File: config.mk
export PLATFORM = sky130hd
export DESIGN_NAME = spi_flash_master
export DESIGN_NICKNAME = d
export VERILOG_FILES = /design/src/rtl/spi_flash_master.sv
export SDC_FILE = /design/constraint.sdc
export NUM_CORES = 1
export LEC_CHECK = 0
export ABC_AREA = 0
export BUFFER_PORTS_ARGS = -buffer_cell sky130_fd_sc_hd__buf_2
export CORE_UTILIZATION = 51
export DETAILED_ROUTE_END_ITERATION = 8
export PLACE_DENSITY = 0.76
export SYNTH_ARGS = -nofsm -noshare
export SYNTH_HDL_FRONTEND = slang
export SYNTH_SLANG_ARGS = --single-unit
File: constraint.sdc
create_clock -name clk_i -period 3.2 [get_ports clk_i]
set_input_delay 0.32 -clock clk_i [delete_from_list [all_inputs] [get_ports clk_i]]
set_output_delay 0.32 -clock clk_i [all_outputs]
set_load 0.1 [all_outputs]
File: src/rtl/spi_flash_master.sv
// SPI mode-0 master for a serial NOR flash. One request runs a full flash
// transaction: READ (0x03), or WREN (0x06) + PAGE PROGRAM (0x02) followed by
// RDSR (0x05) polling until the write-in-progress bit clears.
module spi_flash_master #(
    parameter int unsigned ADDR_W   = 24,
    parameter int unsigned DATA_W   = 32,
    parameter int unsigned CLK_DIV  = 2,
    parameter int unsigned CS_GAP   = 4,
    parameter int unsigned POLL_MAX = 1023
) (
    input  logic              clk_i,
    input  logic              rst_ni,
    input  logic              read_i,
    input  logic              write_i,
    input  logic [ADDR_W-1:0] addr_i,
    input  logic [DATA_W-1:0] wdata_i,
    output logic [DATA_W-1:0] rdata_o,
    output logic              rdata_valid_o,
    output logic              ready_o,
    output logic              err_o,
    output logic              sclk_o,
    output logic              csbar_o,
    output logic              mosi_o,
    input  logic              miso_i
);

    localparam int unsigned FRAME_W = 8 + ADDR_W + DATA_W;
    localparam int unsigned CNT_W   = $clog2(FRAME_W + 1);
    localparam int unsigned DIV_W   = (CLK_DIV > 1) ? $clog2(CLK_DIV) : 1;
    localparam int unsigned GAP_W   = (CS_GAP > 1) ? $clog2(CS_GAP) : 1;
    localparam int unsigned POLL_W  = $clog2(POLL_MAX + 1);

    typedef enum logic [2:0] {
        StIdle, StRd, StWren, StPp, StPoll, StGap, StDone
    } state_e;

    state_e              state_q, state_d, gap_next_q, gap_next_d;
    logic [ADDR_W-1:0]   addr_q, addr_d;
    logic [DATA_W-1:0]   wdata_q, wdata_d;
    logic [FRAME_W-1:0]  tx_q, tx_d;
    logic [DATA_W-1:0]   rx_q, rx_d;
    logic [CNT_W-1:0]    bit_q, bit_d;
    logic [DIV_W-1:0]    div_q, div_d;
    logic                sclk_q, sclk_d;
    logic [GAP_W-1:0]    gap_q, gap_d;
    logic [POLL_W-1:0]   poll_q, poll_d;
    logic [DATA_W-1:0]   rdata_q, rdata_d;
    logic                rdata_valid_q, rdata_valid_d;
    logic                err_q, err_d;
    logic                ready_q, ready_d;

    logic                in_frame, accept, div_end, load;
    logic [CNT_W-1:0]    last_idx;

    assign in_frame = (state_q == StRd) || (state_q == StWren) ||
                      (state_q == StPp) || (state_q == StPoll);
    assign accept   = (state_q == StIdle) && ready_q && (read_i || write_i);
    assign div_end  = (div_q == DIV_W'(CLK_DIV - 1));

    // Next-state logic: request capture, SCLK divider, shifting and sequencing.
    always_comb begin
        state_d       = state_q;
        gap_next_d    = gap_next_q;
        addr_d        = addr_q;
        wdata_d       = wdata_q;
        tx_d          = tx_q;
        rx_d          = rx_q;
        bit_d         = bit_q;
        div_d         = div_q;
        sclk_d        = sclk_q;
        gap_d         = gap_q;
        poll_d        = poll_q;
        rdata_d       = rdata_q;
        rdata_valid_d = 1'b0;
        err_d         = err_q;
        // ready returns one cycle after the FSM is back in idle
        ready_d       = (state_q == StIdle) && !accept;
        load          = 1'b0;

        case (state_q)
            StWren:  last_idx = CNT_W'(7);
            StPoll:  last_idx = CNT_W'(15);
            default: last_idx = CNT_W'(FRAME_W - 1);
        endcase

        case (state_q)
            StIdle: begin
                if (accept) begin
                    addr_d  = addr_i;
                    wdata_d = wdata_i;
                    err_d   = 1'b0;
                    poll_d  = '0;
                    load    = 1'b1;
                    state_d = read_i ? StRd : StWren;
                end
            end
            StRd, StWren, StPp, StPoll: begin
                div_d = div_q + DIV_W'(1);
                if (div_end) begin
                    div_d  = '0;
                    sclk_d = !sclk_q;
                    if (!sclk_q) begin
                        // rising SCLK edge: sample MISO
                        rx_d = {rx_q[DATA_W-2:0], miso_i};
                    end else begin
                        // falling SCLK edge: present next MOSI bit
                        tx_d  = tx_q << 1;
                        bit_d = bit_q + CNT_W'(1);
                        if (bit_q == last_idx) begin
                            bit_d = '0;
                            case (state_q)
                                StRd: begin
                                    rdata_d       = rx_q;
                                    rdata_valid_d = 1'b1;
                                    state_d       = StDone;
                                end
                                StWren: begin
                                    gap_next_d = StPp;
                                    state_d    = StGap;
                                end
                                StPp: begin
                                    gap_next_d = StPoll;
                                    state_d    = StGap;
                                end
                                default: begin
                                    poll_d = poll_q + POLL_W'(1);
                                    if (!rx_q[0]) begin
                                        state_d = StDone;
                                    end else if (poll_q == POLL_W'(POLL_MAX - 1)) begin
                                        err_d   = 1'b1;
                                        state_d = StDone;
                                    end else begin
                                        gap_next_d = StPoll;
                                        state_d    = StGap;
                                    end
                                end
                            endcase
                        end
                    end
                end
            end
            StGap: begin
                gap_d = gap_q + GAP_W'(1);
                if (gap_q == GAP_W'(CS_GAP - 1)) begin
                    gap_d   = '0;
                    load    = 1'b1;
                    state_d = gap_next_q;
                end
            end
            StDone:  state_d = StIdle;
            default: state_d = StIdle;
        endcase

        // Frame start: command and payload left-justified so MOSI is the MSB.
        if (load) begin
            div_d  = '0;
            sclk_d = 1'b0;
            bit_d  = '0;
            case (state_d)
                StRd:    tx_d = {8'h03, addr_i, {DATA_W{1'b0}}};
                StWren:  tx_d = {8'h06, {(FRAME_W - 8){1'b0}}};
                StPp:    tx_d = {8'h02, addr_q, wdata_q};
                StPoll:  tx_d = {8'h05, {(FRAME_W - 8){1'b0}}};
                default: tx_d = tx_q;
            endcase
        end
    end

    // State register with synchronous active-low reset.
    always_ff @(posedge clk_i) begin
        if (!rst_ni) begin
            state_q       <= StIdle;
            gap_next_q    <= StIdle;
            addr_q        <= '0;
            wdata_q       <= '0;
            tx_q          <= '0;
            rx_q          <= '0;
            bit_q         <= '0;
            div_q         <= '0;
            sclk_q        <= 1'b0;
            gap_q         <= '0;
            poll_q        <= '0;
            rdata_q       <= '0;
            rdata_valid_q <= 1'b0;
            err_q         <= 1'b0;
            ready_q       <= 1'b1;
        end else begin
            state_q       <= state_d;
            gap_next_q    <= gap_next_d;
            addr_q        <= addr_d;
            wdata_q       <= wdata_d;
            tx_q          <= tx_d;
            rx_q          <= rx_d;
            bit_q         <= bit_d;
            div_q         <= div_d;
            sclk_q        <= sclk_d;
            gap_q         <= gap_d;
            poll_q        <= poll_d;
            rdata_q       <= rdata_d;
            rdata_valid_q <= rdata_valid_d;
            err_q         <= err_d;
            ready_q       <= ready_d;
        end
    end

    // Pin outputs: SPI lines are forced idle outside a frame.
    always_comb begin
        csbar_o       = !in_frame;
        sclk_o        = in_frame && sclk_q;
        mosi_o        = in_frame && tx_q[FRAME_W-1];
        rdata_o       = rdata_q;
        rdata_valid_o = rdata_valid_q;
        ready_o       = ready_q;
        err_o         = err_q;
    end

endmodule

==> reports/metrics.sh <==
SYNTH_AREA_LEADERS='sky130_fd_sc_hd__dfxtp_1 (49%), sky130_fd_sc_hd__nand2_1 (13%), sky130_fd_sc_hd__a21oi_1 (11%)'
ANTENNA_CELLS=0
MAX_CAP_VIOL_COUNT=0
SKEW_FINAL_PS=7.707
SYNTH_TOP_AREA_CELL='sky130_fd_sc_hd__dfxtp_1'
MAX-CLOCK-PATH-BUFFERS=3
IOS=99
ANTENNA_VIOLATIONS_BEFORE_REPAIR=0
STARTPOINT_TO_ENDPOINT_CLASS_OF_THE_CRITICAL_PATH='flop to flop'
DRT-WIRELENGTH-PER-CELL_UM=14.29
CRIT_PATH_START='poll_q[4]'
FINAL_NET_COUNT=1225
REQUIRED_TIME_OF_THE_CRITICAL_PATH_PS=3630
PLACED_AREA_UM2=9365
SETUP_VIOL=0
MIN-DELAY-START='wdata_i[3]'
GRT_OVERFLOW_TOTAL=0
WIRE_LENGTH_OF_THE_FIRST_GLOBAL_ROUTING_PASS_UM=33460
RR_STARTPOINT='poll_q[4]'
CLOCKROOTBUFFER='sky130_fd_sc_hd__clkbuf_16'
CTS_TREE='yes'
PLACED_CELLS_INCL_TAPS=1356
SYN-CELL-AREA_UM2=8711
FILLCELLCOUNT=1539
DIEWIDTH_UM=132.7
STD_CELL_ROWS=47
POST-ROUTE-DRC-COUNT=0
STARTING_DENSITY=0.5234
YOSYSMOSTFREQUENTCELL='sky130_fd_sc_hd__nand2_1'
SLEW-LIMIT-HEADROOM=0.1937
SETUP-TNS-FINAL_PS=0
LAYOUT-DRIVE-GT1-SHARE=0.1429
FINAL_ANTENNA_NET_COUNT=0
DP.FINAL_HPWL_UM=11960
CLK_LATENCY_PS=500
MIN_PERIOD_OVER_PERIOD=0.9167
SYNTHESIS.INSTANCES=1100
SYN-NUM-NETS=1165
SLEW_VIOL_FINAL=0
DIE_HEIGHT_UM=132.7
RSZ_0062_RAISED_AFTER_GLOBAL_ROUTING='false'
GRT_START_MAX_NET_PINS=67
STARTPOINT_TYPE='flop'
UTILIZATION_AFTER_LAYOUT=0.6016
CLOCK_SINKS=213
FMAX_GHz=0.3409
SYNTH-EDFF-COUNT=0
RESULT_OF_THE_RUN='complete, no violations'
MEASURED_SLEW_AT_THE_WORST_SLEW_CHECK_PIN_PS=1208
PLACE.GP.CONGESTION=0.8534
NETLIST-CELL-TYPE-COUNT=54
CP_DATA_ARRIVAL_TIME_PS=3360
DIE-AREA_UM2=17610
INSTANCES_NO_FILL=1389
CRITICAL_PATH.ENDPOINT_TYPE='flop'
SYNTH_TOP_CELLS_BY_COUNT='sky130_fd_sc_hd__nand2_1 (297), sky130_fd_sc_hd__dfxtp_1 (213), sky130_fd_sc_hd__a21oi_1 (185)'
HOLD_VIOLATIONS=0
DRT_FIRST_ITER_VIOLATIONS=520
FINAL_CRITICAL_DELAY_INCLUDING_SETUP_AND_EXTERNAL_DELAYS_PS=2934
CELLPOWERDENSITY_nW_PER_UM2=642.4
DRT_PASS1_ITERATIONS=4
CTS-BUFFERS-INSERTED=22
FINALHOLDWORSTSLACK_PS=61.72
SYNTH_FLOP_CELL='sky130_fd_sc_hd__dfxtp_1'
TOTAL_ROUTING_USAGE_GR=0.2222
POSTROUTEWIRELENGTH_UM=19850
YOSYSWARNINGS=0
WORSTHOLDPATHTYPE='primary input to flop'
CLK_TRANSITION_REPORTED_PATHS_PS=60
GRT_PASS1_VIAS=7090
NETLIST.AREA_LEADER.SHARE=0.4895
H-TREE-DEPTH=1
PORT_BUFFERS=98
IR_WORST_VDD_V=0.0005070
POWER_LEAKAGE_nW=3.862
AVGVIACOUNTPERCELL=5.608
YS_SEQ_AREA_FRAC=0.4895
FINALINSTANCEAREA_UM2=10010
SYN_AREA_PER_CELL_UM2=7.919
SYNTH-ASYNC-RESET-RATIO=0
NUM_VIAS=7789
SYNTH-SEQ-CELLS=213
CORE_AREA_UM2=16640
CRITPATHMAXFANOUT=65
AREA_DELTA_SYNTH_FINAL_PCT=14.94
-- report_power, final --
group / total (mW) / switching [mW] / internal (mW)
clock network: 2.33 / 0.969 / 1.36
logic: 1.09 / 0.690 / 0.398
registers: 3.01 / 0.127 / 2.88
-- registers in the layout, summed over array words and instances, names as in the netlist, 2 cells and up --
signal / flops
rdata_o: 32
gap_q: 2
rx_q: 32
bit_q: 7
gap_next_q: 2
poll_q: 10
wdata_q: 32
addr_q: 24
state_q: 3
tx_q: 64
-- per-stage QoR --
step	setup slack (ps)	power [mW]
floorplan	138.6	3.869
global placement	366.2	4.120
detailed placement	314.0	4.145
CTS	167.5	6.471
global route	36.15	6.734
finish	266.5	6.432
-- path summary, 6_finish.rpt --
check / to / slack (ps) / depth (start not counted)
hold / removal: wdata_q[3] / 60 / 3
hold reg to reg: rdata_o[18] / 450 / 2
setup / recovery: tx_q[56] / 270 / 10
setup reg to reg: tx_q[56] / 270 / 10
-- worst max-delay path, cell delays in order, from the launching register on --
cell                       delay, ps
sky130_fd_sc_hd__dfxtp_1         400
sky130_fd_sc_hd__nand4_1         200
sky130_fd_sc_hd__o311ai_1        570
sky130_fd_sc_hd__nand2_1         160
sky130_fd_sc_hd__a21o_1          230
sky130_fd_sc_hd__nor2_1          140
sky130_fd_sc_hd__buf_4           290
sky130_fd_sc_hd__nor4_2          100
sky130_fd_sc_hd__buf_12          200
sky130_fd_sc_hd__or3_1           390
sky130_fd_sc_hd__a21oi_1         140
-- cells by family (layout without fill, tap and decap cells) --
group           count (synthesis)  after routing  synth area share
flops                         213            213            0.4895
compound gates                299            299            0.2134
simple gates                  475            475            0.2323
buf+inv                        94            163           0.04367
xor+xnor                       13             13           0.01307
fa+ha+maj                       4              4          0.005746
mux                             2              2          0.002298
-- routing by layer --
layer | wire length, µm | vias up | global-route usage
met5 | 0 | - | 0
met4 | 364 | 0 | 0.05683
met3 | 855 | 32 | 0.03103
met2 | 9358 | 184 | 0.3699
met1 | 9271 | 3649 | 0.3027
li1 | - | 3924 | -
-- layout by cell type, fill, tap and decap left out, types with 7 or more instances in the layout --
cell type                   count
sky130_fd_sc_hd__dfxtp_1      211
sky130_fd_sc_hd__xor2_1        10
sky130_fd_sc_hd__nor2_1        64
sky130_fd_sc_hd__a2111oi_0     24
sky130_fd_sc_hd__or3_1          8
sky130_fd_sc_hd__nand3_1       29
sky130_fd_sc_hd__o21ai_0        7
sky130_fd_sc_hd__nor3_1        33
sky130_fd_sc_hd__a221oi_1      31
sky130_fd_sc_hd__a21oi_1      185
sky130_fd_sc_hd__nand4_1        9
sky130_fd_sc_hd__buf_2         98
sky130_fd_sc_hd__buf_4         23
sky130_fd_sc_hd__a21o_1        25
sky130_fd_sc_hd__nand2_1      297
sky130_fd_sc_hd__clkbuf_16     23
-- repair_timing --
action / CTS / global route
setup endpoints to repair: 0 / 2
gates resized for setup: 0 / 2
buffers inserted: 0 / 0
hold buffers: 0 / 0
-- final cells by class --
type | instances | area, µm² | area share
multi-input cells | 793 | 4094 | 0.4089
flip-flops and latches | 213 | 4267 | 0.4261
inverters | 7 | 28.78 | 0.002874
well taps | 220 | 275.3 | 0.02749
clock inverters | 1 | 5.005 | 0.0004999
repair buffers | 123 | 703.2 | 0.07023
clock buffers | 32 | 639.4 | 0.06386
Power figures use the tool's default switching activity.
